==> src/rtl/count_terminal.sv <==
// Terminal counter with wrap/one-shot modes, a registered terminal-count pulse,
// a sticky one-shot done flag and a saturating count of terminal events.
module count_terminal #(
  parameter int unsigned WIDTH      = 2,
  parameter int unsigned WRAP_WIDTH = 8
) (
  input  logic                  clk_i,
  input  logic                  rst_ni,
  input  logic                  clear_i,
  input  logic                  enable_i,
  input  logic                  load_i,
  input  logic [WIDTH-1:0]      load_value_i,
  input  logic [WIDTH-1:0]      terminal_i,
  input  logic                  one_shot_i,
  output logic [WIDTH-1:0]      count_o,
  output logic                  tc_o,
  output logic                  done_o,
  output logic [WRAP_WIDTH-1:0] wraps_o
);

  localparam logic [WRAP_WIDTH-1:0] WRAP_MAX = '1;

  logic [WIDTH-1:0]      count_q, count_d;
  logic [WRAP_WIDTH-1:0] wraps_q, wraps_d;
  logic                  tc_q, tc_d;
  logic                  done_q, done_d;
  logic                  term_hit;

  assign term_hit = enable_i && !done_q && (count_q == terminal_i);

  // Next-state: clear > load > enabled advance/terminal event > hold.
  always_comb begin
    count_d = count_q;
    wraps_d = wraps_q;
    tc_d    = 1'b0;
    done_d  = done_q;
    if (clear_i) begin
      count_d = '0;
      wraps_d = '0;
      done_d  = 1'b0;
    end else if (load_i) begin
      count_d = load_value_i;
      done_d  = 1'b0;
    end else if (term_hit) begin
      tc_d = 1'b1;
      if (wraps_q != WRAP_MAX) begin
        wraps_d = wraps_q + WRAP_WIDTH'(1);
      end
      if (one_shot_i) begin
        done_d = 1'b1;
      end else begin
        count_d = '0;
      end
    end else if (enable_i && !done_q) begin
      count_d = count_q + WIDTH'(1);
    end
  end

  always_ff @(posedge clk_i or negedge rst_ni) begin
    if (!rst_ni) begin
      count_q <= '0;
      wraps_q <= '0;
      tc_q    <= 1'b0;
      done_q  <= 1'b0;
    end else begin
      count_q <= count_d;
      wraps_q <= wraps_d;
      tc_q    <= tc_d;
      done_q  <= done_d;
    end
  end

  assign count_o = count_q;
  assign wraps_o = wraps_q;
  assign tc_o    = tc_q;
  assign done_o  = done_q;

endmodule

==> config.mk <==
export PLATFORM = sky130hd
export DESIGN_NAME = count_terminal
export DESIGN_NICKNAME = d
export VERILOG_FILES = /design/src/rtl/count_terminal.sv
export SDC_FILE = /design/constraint.sdc
export NUM_CORES = 1
export LEC_CHECK = 0
export ABC_AREA = 0
export CORE_MARGIN = 4
export CORE_UTILIZATION = 48
export DETAILED_ROUTE_END_ITERATION = 7
export PLACE_DENSITY = 0.81
export SKIP_LAST_GASP = 1
export SLEW_MARGIN = 10
export SYNTH_ARGS = -nofsm -noshare
export SYNTH_HDL_FRONTEND = slang
export SYNTH_SLANG_ARGS = --single-unit
==> constraint.sdc <==
create_clock -name clk_i -period 3.4 [get_ports clk_i]
set_input_delay 0.68 -clock clk_i [delete_from_list [all_inputs] [get_ports clk_i]]
set_output_delay 0.68 -clock clk_i [all_outputs]
set_load 0.05 [all_outputs]
==> impl_results.md <==
* Post-CTS setup repair buffer count at 0
* Synth Area per Inst at 9.58 µm²
* Final wirelength at 1.68 mm
* FP Rows at 13
* Worst Path Max Fanout at 14
* Starting Density at 53.3%
* Synth cell types at 34
* Die Footprint at 2200 µm²
* Fraction of layout cells with a size suffix above 1 at 9.28%
* Tmin final at 2.37 ns
* Final Cell Area at about 960 µm²
* Gp weighted congestion at between 0.7 and 0.8
* Commonest cells in the netlist: dfrtp_1, nor2_1, o21ai_0
* Worst-Skew Late Latency at 0.27 ns
* DR vias at 710
* Non-filler instance count after layout at 112
* Fmax at 421 MHz
* Kind of critical path: input port to flip-flop
* Status: completed
* Total CTS buffers at 3
* Vias in the first global route at around 590
* Arrival time worst endpoint at approximately 2.5 ns
* Final Util at 70.3%
* Tightest Pin Transition at 0.545 ns
* CTS H-tree lvls at 1
* Period utilisation layout at a little over two thirds
* Yosys reg bits at 12
* CTS clock-pin slew for the worst setup and hold paths at around 0.070 ns
* Die Wd at 47.0 µm
* Filler cells at 109
* Cells after synthesis at between 70 and 80
* First-pass GRT wire length at 2.69 mm
* Synth warnings at 0
* Startpoint Class: input port
* Worst slew margin at between 60% and 70%
* Hold Slack at 0.577 ns
* Die height at 47.0 µm
* Slew Viols, Final at 0
* Final Hold Fails at 0
* Setup violators final at 0
* Synth area leader: dfrtp_1
* HPWL after detailed placement at 1.23 mm
* Dpl cells at between 100 and 150
* Area delta synth->final at 32.0%
* P_leak at around 0.37 nW
* Top_reg_cell synth: dfrtp_1
* Post-DRT Antenna Nets at 0
* TritonCTS clock tree: yes
* Initial antenna violation count at 0
* Root Driver: clkbuf_4
* Sequential fraction of the synthesis area at 41.2%
* Multi-input logic area at 405 µm²
* Worst min path class: flip-flop to flip-flop
* Required @ worst endpoint at about 3.6 ns
* Total GRT Usage at 17.8%
* Yosys top cell area share at 41.2%
* Clock skew at 0.00554 ns
* Nets at 110
* Pre-antenna DRT Iters at 4
* Reg area at 300 µm²
* DRT iter0 DRCs at 30
* Antenna cells at 0
* CTS hold repair buffers at 0
* Number of port buffers at 21
* Max clock buf depth at 2
* Max_cap viols at 0
* RSZ-0062 raised after global routing: false
* Setup TNS at 0 ns
* Worst setup EP type: flip-flop
* PD cells at about 320 nW/µm²
* CTS-repair resized insts at 0
* Post-Synthesis Cell Area at 728 µm²
* Area contributors post-synth: dfrtp_1, mux2_2, nor2b_1
* GRT overflow at 0
* Syn Nets at 87
* DP Area at 938 µm²
* Post-synth EDFFs at 0
* Via/cell ratio at 6.34
* Drt drc at 0
* Routed len/inst at 15.0 µm
* I/O pin count at 22
* Number of clock sinks at 12
* Async set-reset flop share out of synthesis at 100%
* Worst IR Drop VDD at 0.277 mV
* Top-count cell post-synth: dfrtp_1
* Pin count of the biggest net entering global routing at 17
* Placeable Area at 1370 µm²
path summary, 6_finish.rpt:
kind / cells past startpoint / to / start / slack (ns)
setup reg to reg: 4 / wraps_o[2] / count_o[0] / 1.47
hold / removal: 2 / wraps_o[6] / wraps_o[6] / 0.58
setup / recovery: 5 / wraps_o[2] / enable_i / 1.03
max in group asynchronous: 1 / count_o[0] / rst_ni / 2.29
hold reg to reg: 2 / wraps_o[6] / wraps_o[6] / 0.58
min in group asynchronous: 1 / count_o[1] / rst_ni / 0.75
metrics by stage:
step / total power [W] / setup WS [ns]
after floorplan: 0.000202 / 1.34
after global placement: 0.000229 / 0.813
after detailed placement: 0.000230 / 0.766
after CTS: 0.000316 / 1.06
after global routing: 0.000331 / 0.912
final: 0.000312 / 1.03
registers in the layout (all words and copies together) (netlist names):
name and cells:
wraps_o 8, count_o 2, done_o 1, tc_o 1
where the power goes:
| group | switching (W) | internal (W) |
|---|---|---|
| Sequential | 0.00000572 | 0.000147 |
| Combinational | 0.0000446 | 0.0000302 |
| Clock | 0.0000432 | 0.0000410 |
cell type report:
class,count,area share (%)
Multi-Input combinational cell,60,42.2
Sequential cell,12,31.2
Timing Repair Buffer,21,21.9
Clock buffer,3,2.34
Tap cell,15,1.95
Inverter,1,0.391
cell families (layout without fill, tap and decap cells):
group	Yosys count	count (layout)	share of synthesized area [%]
AOI/OAI and AO/OA	21	21	19.1
xor gates and xnor gates	2	2	2.41
adders and majority gates	1	1	1.72
buffers and inverters	4	25	3.09
DFF	12	12	41.2
muxes	4	4	6.19
and+or+nand+nor	32	32	26.3
metal layers:
| layer | vias up | track usage [%] | share of wire [%] |
|---|---|---|---|
| li1 | 338 | - | - |
| met1 | 333 | 24.4 | 45 |
| met2 | 35 | 24.1 | 45 |
| met3 | 4 | 8.05 | 8.6 |
| met4 | 0 | 7.18 | 1.1 |
| met5 | - | 0 | 0 |
layout by cell type, fill, tap and decap left out, drive strengths merged:
master,netlist,layout
a211o,1,1
a21o,1,1
a21oi,4,4
a22oi,1,1
a311oi,1,1
a31o,1,1
a31oi,2,2
and2,2,2
and4b,1,1
clkbuf,2,3
clkdlybuf4s50,0,21
dfrtp,12,12
ha,1,1
inv,1,1
mux2,4,4
nand2,4,4
nand3,4,4
nand3b,1,1
nand4,1,1
nor2,5,5
nor2b,4,4
nor3,3,3
nor4,1,1
nor4b,1,1
o21a,1,1
o21ai,5,5
o311ai,1,1
o31ai,2,2
o41ai,1,1
or3,1,1
or4,2,2
or4b,2,2
xnor2,2,2
worst max-delay path, stage by stage:
cell and delay, ns:
clkdlybuf4s50_1 0.47, nor2b_1 0.33, nand3_2 0.29, nor4b_1 0.39
mux2_2 0.37
Note: power is estimated with default switching activity, not from simulation.
